===== src/rtl/drop_door_sequencer_pkg.sv =====
// Shared definitions for the drop-door sequencer.
// Contents: FSM state encoding (3-bit), default cycle constants and a helper
// used to size the shared phase timer.

package drop_door_sequencer_pkg;

    typedef enum logic [2:0] {
        StIdle     = 3'd0,
        StArm      = 3'd1,
        StOpen     = 3'd2,
        StClosing  = 3'd3,
        StCooldown = 3'd4,
        StFault    = 3'd5
    } state_e;

    localparam int unsigned DEF_ARM_CYCLES      = 4;
    localparam int unsigned DEF_OPEN_CYCLES     = 1000;
    localparam int unsigned DEF_CLOSE_TIMEOUT   = 2000;
    localparam int unsigned DEF_COOLDOWN_CYCLES = 500;
    localparam int unsigned DEF_CNT_W           = 16;

    function automatic int unsigned max_of4(int unsigned a, int unsigned b,
                                            int unsigned c, int unsigned d);
        int unsigned m;
        m = a;
        if (b > m) m = b;
        if (c > m) m = c;
        if (d > m) m = d;
        return m;
    endfunction

endpackage


===== src/rtl/drop_door_sequencer_if.sv =====
// Bus between the drop-door sequencer and its environment.
// Signals:
//   drop_activated  - drop decision from baggage_drop (may glitch)
//   drop_en         - operator enable
//   door_closed_sns - asynchronous door-closed limit switch, 1 = closed
//   fault_clr       - synchronous fault acknowledge
//   door_open       - actuator command, 1 = open
//   busy            - sequencer not idle
//   fault           - latched close-timeout fault
//   drop_count      - completed drops, saturating
// Modports: master drives the requests/sensor, slave is the sequencer.

interface drop_door_sequencer_if #(
    parameter int unsigned CNT_W = 16
) ();

    logic             drop_activated;
    logic             drop_en;
    logic             door_closed_sns;
    logic             fault_clr;
    logic             door_open;
    logic             busy;
    logic             fault;
    logic [CNT_W-1:0] drop_count;

    modport master (
        output drop_activated,
        output drop_en,
        output door_closed_sns,
        output fault_clr,
        input  door_open,
        input  busy,
        input  fault,
        input  drop_count
    );

    modport slave (
        input  drop_activated,
        input  drop_en,
        input  door_closed_sns,
        input  fault_clr,
        output door_open,
        output busy,
        output fault,
        output drop_count
    );

endinterface


===== src/rtl/drop_sync2.sv =====
// Two-flop synchronizer with asynchronous active-high reset.
// Ports:
//   clk - destination clock
//   rst - asynchronous active-high reset, loads RESET_VAL into both flops
//   i_d - asynchronous input
//   o_q - synchronized output (two cycles of latency)

module drop_sync2 #(
    parameter logic RESET_VAL = 1'b1
) (
    input  logic clk,
    input  logic rst,
    input  logic i_d,
    output logic o_q
);

    logic r_meta;
    logic r_sync;

    always_ff @(posedge clk or posedge rst) begin
        if (rst) begin
            r_meta <= RESET_VAL;
            r_sync <= RESET_VAL;
        end else begin
            r_meta <= i_d;
            r_sync <= r_meta;
        end
    end

    assign o_q = r_sync;

endmodule


===== src/rtl/drop_door_sequencer.sv =====
// Drop-door sequencer: arms on a sustained drop request, holds the door open
// for a fixed time, supervises closure against the synchronized door-closed
// sensor, latches a close-timeout fault and counts completed drops.
// Ports:
//   clk    - system clock, rising edge
//   rst    - asynchronous active-high reset (closes the door immediately)
//   io_bus - slave side of drop_door_sequencer_if (requests, sensor,
//            fault acknowledge in; door_open/busy/fault/drop_count out)
// All outputs are registered.

module drop_door_sequencer
    import drop_door_sequencer_pkg::*;
#(
    parameter int unsigned ARM_CYCLES      = DEF_ARM_CYCLES,
    parameter int unsigned OPEN_CYCLES     = DEF_OPEN_CYCLES,
    parameter int unsigned CLOSE_TIMEOUT   = DEF_CLOSE_TIMEOUT,
    parameter int unsigned COOLDOWN_CYCLES = DEF_COOLDOWN_CYCLES,
    parameter int unsigned CNT_W           = DEF_CNT_W
) (
    input  logic                 clk,
    input  logic                 rst,
    drop_door_sequencer_if.slave io_bus
);

    localparam int unsigned MAX_CYC = max_of4(ARM_CYCLES, OPEN_CYCLES,
                                              CLOSE_TIMEOUT, COOLDOWN_CYCLES);
    localparam int unsigned TMR_W   = $clog2(MAX_CYC) + 1;

    localparam logic [TMR_W-1:0] C_ARM  = TMR_W'(ARM_CYCLES);
    localparam logic [TMR_W-1:0] C_OPEN = TMR_W'(OPEN_CYCLES);
    localparam logic [TMR_W-1:0] C_TO   = TMR_W'(CLOSE_TIMEOUT);
    localparam logic [TMR_W-1:0] C_COOL = TMR_W'(COOLDOWN_CYCLES);

    state_e             r_state;
    state_e             w_state_d;
    logic [TMR_W-1:0]   r_timer;
    logic [TMR_W-1:0]   w_timer_d;
    logic [TMR_W-1:0]   w_tmr_inc;
    logic               w_count_inc;
    logic               w_q;
    logic               w_sns_s;
    logic               r_door_open;
    logic               r_busy;
    logic               r_fault;
    logic [CNT_W-1:0]   r_drop_count;

    // Sensor resets to "closed" so a reset never looks like a stuck-open door.
    drop_sync2 #(
        .RESET_VAL (1'b1)
    ) u_sns_sync (
        .clk (clk),
        .rst (rst),
        .i_d (io_bus.door_closed_sns),
        .o_q (w_sns_s)
    );

    assign w_q       = io_bus.drop_en & io_bus.drop_activated;
    assign w_tmr_inc = r_timer + TMR_W'(1);

    always_comb begin
        w_state_d   = r_state;
        w_timer_d   = r_timer;
        w_count_inc = 1'b0;
        unique case (r_state)
            StIdle: begin
                if (w_q) begin
                    if (ARM_CYCLES == 1) begin
                        w_state_d = StOpen;
                        w_timer_d = '0;
                    end else begin
                        w_state_d = StArm;
                        w_timer_d = TMR_W'(1);
                    end
                end
            end
            StArm: begin
                // Any gap in the request restarts arming from scratch.
                if (!w_q) begin
                    w_state_d = StIdle;
                    w_timer_d = '0;
                end else if (w_tmr_inc == C_ARM) begin
                    w_state_d = StOpen;
                    w_timer_d = '0;
                end else begin
                    w_timer_d = w_tmr_inc;
                end
            end
            StOpen: begin
                // Operator abort takes priority over expiry and is not counted.
                if (!io_bus.drop_en) begin
                    w_state_d = StClosing;
                    w_timer_d = '0;
                end else if (w_tmr_inc == C_OPEN) begin
                    w_state_d   = StClosing;
                    w_timer_d   = '0;
                    w_count_inc = 1'b1;
                end else begin
                    w_timer_d = w_tmr_inc;
                end
            end
            StClosing: begin
                // Sensor is checked first so it wins on the timeout edge.
                if (w_sns_s) begin
                    w_state_d = StCooldown;
                    w_timer_d = '0;
                end else if (w_tmr_inc == C_TO) begin
                    w_state_d = StFault;
                    w_timer_d = '0;
                end else begin
                    w_timer_d = w_tmr_inc;
                end
            end
            StCooldown: begin
                if (w_tmr_inc == C_COOL) begin
                    w_state_d = StIdle;
                    w_timer_d = '0;
                end else begin
                    w_timer_d = w_tmr_inc;
                end
            end
            StFault: begin
                if (io_bus.fault_clr && w_sns_s) begin
                    w_state_d = StIdle;
                    w_timer_d = '0;
                end
            end
            default: begin
                w_state_d = StIdle;
                w_timer_d = '0;
            end
        endcase
    end

    always_ff @(posedge clk or posedge rst) begin
        if (rst) begin
            r_state      <= StIdle;
            r_timer      <= '0;
            r_door_open  <= 1'b0;
            r_busy       <= 1'b0;
            r_fault      <= 1'b0;
            r_drop_count <= '0;
        end else begin
            r_state     <= w_state_d;
            r_timer     <= w_timer_d;
            // Outputs follow the next state so they line up with the state register.
            r_door_open <= (w_state_d == StOpen);
            r_busy      <= (w_state_d != StIdle);
            r_fault     <= (w_state_d == StFault);
            if (w_count_inc && (r_drop_count != '1)) begin
                r_drop_count <= r_drop_count + CNT_W'(1);
            end
        end
    end

    assign io_bus.door_open  = r_door_open;
    assign io_bus.busy       = r_busy;
    assign io_bus.fault      = r_fault;
    assign io_bus.drop_count = r_drop_count;

endmodule


===== src/flat_wrapper.sv =====
// flat-port wrapper written by rule: the top's interface ports become plain ports
module drop_door_sequencer_flat import drop_door_sequencer_pkg::*;
#(
    parameter int unsigned ARM_CYCLES      = DEF_ARM_CYCLES,
    parameter int unsigned OPEN_CYCLES     = DEF_OPEN_CYCLES,
    parameter int unsigned CLOSE_TIMEOUT   = DEF_CLOSE_TIMEOUT,
    parameter int unsigned COOLDOWN_CYCLES = DEF_COOLDOWN_CYCLES,
    parameter int unsigned CNT_W           = DEF_CNT_W
)
  (clk, rst, io_bus_drop_activated, io_bus_drop_en, io_bus_door_closed_sns, io_bus_fault_clr, io_bus_door_open, io_bus_busy, io_bus_fault, io_bus_drop_count);
  drop_door_sequencer_if #(.CNT_W(CNT_W)) io_bus_i ();
  input  logic clk;
  input  logic rst;
  input wire logic [$bits(io_bus_i.drop_activated)-1:0] io_bus_drop_activated;
  input wire logic [$bits(io_bus_i.drop_en)-1:0] io_bus_drop_en;
  input wire logic [$bits(io_bus_i.door_closed_sns)-1:0] io_bus_door_closed_sns;
  input wire logic [$bits(io_bus_i.fault_clr)-1:0] io_bus_fault_clr;
  output wire logic [$bits(io_bus_i.door_open)-1:0] io_bus_door_open;
  output wire logic [$bits(io_bus_i.busy)-1:0] io_bus_busy;
  output wire logic [$bits(io_bus_i.fault)-1:0] io_bus_fault;
  output wire logic [$bits(io_bus_i.drop_count)-1:0] io_bus_drop_count;
  assign io_bus_i.drop_activated = io_bus_drop_activated;
  assign io_bus_i.drop_en = io_bus_drop_en;
  assign io_bus_i.door_closed_sns = io_bus_door_closed_sns;
  assign io_bus_i.fault_clr = io_bus_fault_clr;
  assign io_bus_door_open = io_bus_i.door_open;
  assign io_bus_busy = io_bus_i.busy;
  assign io_bus_fault = io_bus_i.fault;
  assign io_bus_drop_count = io_bus_i.drop_count;
  drop_door_sequencer #(.ARM_CYCLES(ARM_CYCLES), .OPEN_CYCLES(OPEN_CYCLES), .CLOSE_TIMEOUT(CLOSE_TIMEOUT), .COOLDOWN_CYCLES(COOLDOWN_CYCLES), .CNT_W(CNT_W)) u_core (.clk(clk), .rst(rst), .io_bus(io_bus_i));
endmodule

===== config.mk =====
export PLATFORM = sky130hd
export DESIGN_NAME = drop_door_sequencer_flat
export DESIGN_NICKNAME = d
export VERILOG_FILES = /design/src/rtl/drop_door_sequencer_pkg.sv /design/src/rtl/drop_door_sequencer_if.sv /design/src/rtl/drop_sync2.sv /design/src/rtl/drop_door_sequencer.sv /design/src/flat_wrapper.sv
export SDC_FILE = /design/constraint.sdc
export NUM_CORES = 1
export LEC_CHECK = 0
export CORE_MARGIN = 4
export CORE_UTILIZATION = 35
export CTS_BUF_LIST = sky130_fd_sc_hd__clkbuf_16
export DETAILED_ROUTE_END_ITERATION = 8
export DONT_BUFFER_PORTS = 1
export GPL_ROUTABILITY_DRIVEN = 0
export PLACE_DENSITY = 0.48
export SYNTH_ARGS = -nofsm -noshare
export SYNTH_HDL_FRONTEND = slang
export SYNTH_SLANG_ARGS = --single-unit

===== constraint.sdc =====
create_clock -name clk -period 3 [get_ports clk]
set_input_delay 0.3 -clock clk [delete_from_list [all_inputs] [get_ports clk]]
set_output_delay 0.3 -clock clk [all_outputs]
set_load 0.05 [all_outputs]

==> summary.md <==
| Metric | Value |
|---|---|
| First-pass GRT wire length | 9770 µm |
| GRT overflow | 0 |
| Syn Inst Count | between 200 and 300 |
| Row cnt | 29 |
| Final setup vio count | 0 |
| Fmax | between 300 and 400 MHz |
| Clock tree buffer depth | 2 |
| FF+latch area | ~900 µm² |
| Worst skew pair latency | ~0.28 ns |
| IO Port Bufs | 0 |
| Clock transition at path regs | approximately 0.060 ns |
| Final WL | approximately 5800 µm |
| Area taken by multi-input logic gates | around 0.0013 mm² |
| Die area | a little under 0.008 mm² |
| Bufs and invs on worst path | 1 |
| CP max stage cell | or4b_1 |
| Clk sink count | 36 |
| Post-Syn Area | 0.00228 mm² |
| Share of layout cells above drive strength 1 | between 10% and 20% |
| LEAKAGE | roughly 1.2 nW |
| Crit share post-route | 95.5% |
| Largest net degree at the start of global routing | 37 |
| Outcome | finished clean |
| P&R area growth vs syn | 14.7% |
| Final nets | about 280 |
| Top_reg_cell synth | dfrtp_1 |
| Number of synthesized flops with an enable pin | 0 |
| Required time worst endpoint | about 3.2 ns |
| Worst hold path type | in -> async |
| # fillers | roughly 630 |
| Critical Path Sink Type | register |
| GRT Total Usage | 16.1% |
| Final Hold Vio Count | 0 |
| Starting density of the core | between 30% and 40% |
| Drt first pass iters | 4 |
| Synth Net Count | 270 |
| CP Data Arrival Time | roughly 3 ns |
| Post-DP HPWL | roughly 4200 µm |
| Max capacitance violation total | 0 |
| Initial antenna violation count | 0 |
| Worst R2R Path Depth | 8 |
| Critical path's largest stage delay | 0.49 ns |
| Synthesized area per cell | 8.72 µm² |
| Cell area after layout | 0.00262 mm² |
| Setup CP Type | reg -> reg |
| Antenna Nets Post-Route | 0 |
| Final WS setup | approximately 0.13 ns |
| Via count | just under 2k |
| Rel. slew slack | between 50% and 60% |
| Setup crit start kind | register |
| Routed length per instance | 16.4 µm |
| CP top delay family | compound AO/OA/AOI/OAI gates |
| CP cell instances | ha_1 > and4_1 > or4b_1 > a2111o_1 > a21boi_4 > buf_4 > a21oi_1 > a211o_1 |
| Unrepaired setup endpoints after global routing | false |
| DP Area | around 0.0025 mm² |
| DRT iter0 DRCs | between 100 and 150 |
| Core footprint | about 0.0063 mm² |
| Worst vdd ir | ~340 µV |
| Register area share after synthesis | between 30% and 40% |
| Critical path peak fanout | 8 |
| Netlist cell types | 58 |
| Die X-Extent | ~89 µm |
| CTS H-tree depth | 2 |
| Drc violations | 0 |
| Commonest non-fill, non-tap cell in the layout | dfrtp_1 |
| Diodes inserted | 0 |
| Power per cell area | ~550 mW/mm² |
| Root Buffer | clkbuf_16 |
| # IOs | 25 |
| CTS Buf Count | 5 |
| CTS tree | yes |
| Vias per inst | 5.60 |
| Setup TNS | 0 ns |
| FF+latch count, synth | 36 |
| Stages on the worst setup path | 8 |
| Measured slew at the worst slew-check pin | between 0.6 and 0.7 ns |
| Dpl ws | around 0.090 ns |
| Most frequent cells in the layout | dfrtp_1 (34), nand2_1 (31), buf_4 (22) |
| Fin crit period | between 2 and 3 ns |
| Max Slew Vio Count | 0 |
| Synth warn | 0 |
| Setup clock skew after layout | roughly 0.003 ns |
| Height of the die | approximately 89 µm |
| Vias in the first global route | approximately 1.8k |
| Synth async-reset ratio | 100% |
[where the power goes]
part	internal, W	switching [W]
logic	0.000125	0.000193
registers	0.000523	0.0000813
clock network	0.000306	0.000212
total	0.000954	0.000486
[worst register-to-register path: stages (launching register included)]
cell	delay [ns]
dfrtp_1	0.42
ha_1	0.29
and4_1	0.28
or4b_1	0.49
a2111o_1	0.46
a21boi_4	0.30
buf_4	0.18
a21oi_1	0.06
a211o_1	0.27
[layout make-up]
class,count,share of cell area (%)
multi-input combinational,194,47.8
sequential,36,34.5
timing repair buffer,23,6.68
clock buffer,5,4.77
tap,77,3.68
inverter,13,1.86
clock inverter,3,0.716
[state kept, by name, indices dropped and copies added (netlist names)]
| signal | cells |
|---|---|
| u_core.u_sns_sync.r_meta | 1 |
| u_core.r_timer | 12 |
| u_core.u_sns_sync.o_q | 1 |
| u_core.io_bus.busy | 1 |
| u_core.io_bus.drop_count | 16 |
| u_core.io_bus.door_open | 1 |
| u_core.io_bus.fault | 1 |
| u_core.r_state | 3 |
[cells in the mapped netlist (all sizes together), types with 3 or more instances]
library cell / n / area share (%)
buf: 6 / 2.0
nand3b: 4 / 1.3
or3: 3 / 0.82
nor3: 13 / 2.8
nor2: 11 / 1.8
nand3: 15 / 3.5
and3: 5 / 1.4
nand4: 11 / 3.0
a211o: 4 / 1.5
nand2: 31 / 5.1
clkbuf: 13 / 2.2
inv: 13 / 2.1
dfrtp: 34 / 37
xnor2: 11 / 4.2
a21oi: 12 / 2.6
and4: 3 / 1.2
a211oi: 5 / 1.9
o21ai: 7 / 1.5
xor2: 8 / 3.1
nand2b: 4 / 1.1
and2: 5 / 1.4
[path summary, 6_finish.rpt]
check	start	endpoint	slack (ns)
worst max-delay path	u_core.r_timer[0]	u_core.r_timer[7]	0.13
worst min register to register	u_core.u_sns_sync.r_meta	u_core.u_sns_sync.o_q	0.36
max in group asynchronous	rst	u_core.u_sns_sync.r_meta	2.63
worst min-delay path	rst	u_core.io_bus.fault	0.01
worst max register to register	u_core.r_timer[0]	u_core.r_timer[7]	0.13
min in group clk	io_bus_drop_en	u_core.r_state[0]	0.35
[through the flow]
step	instances	utilization, %	total power, W	hold slack [ns]
CTS	350	40.9	0.00145	0.00448
global placement	342	38.6	0.000932	0.305
global route	351	41.3	0.00153	0.0706
detailed placement	342	38.6	0.000926	0.305
floorplan	262	-	0.000831	0.304
finish	351	41.3	0.00144	0.0145
[logic make-up after synthesis]
kind of cell	Yosys count	share of synthesized area (%)
flops	36	39.5
buf+inv	32	6.30
fa+ha+maj	2	1.10
mux	1	0.493
compound gates	57	18.5
xor+xnor	19	7.28
simple gates	115	26.8
[metal layers]
metal | global-route usage (%) | part of all wire, % | vias to the layer above
met5 | 0 | 0 | -
met2 | 23.5 | 44 | 41
met4 | 5.63 | 2.0 | 0
li1 | - | - | 972
met3 | 4.38 | 4.2 | 8
met1 | 22.9 | 49 | 943
[repair_timing]
action,4_1_cts,5_1_grt
gates resized for setup,0,3
endpoints found under the setup margin,0,8
hold buffers,0,1
endpoints found under the hold margin,0,1
setup buffers,0,0
Note: power is estimated with default switching activity, not from simulation.
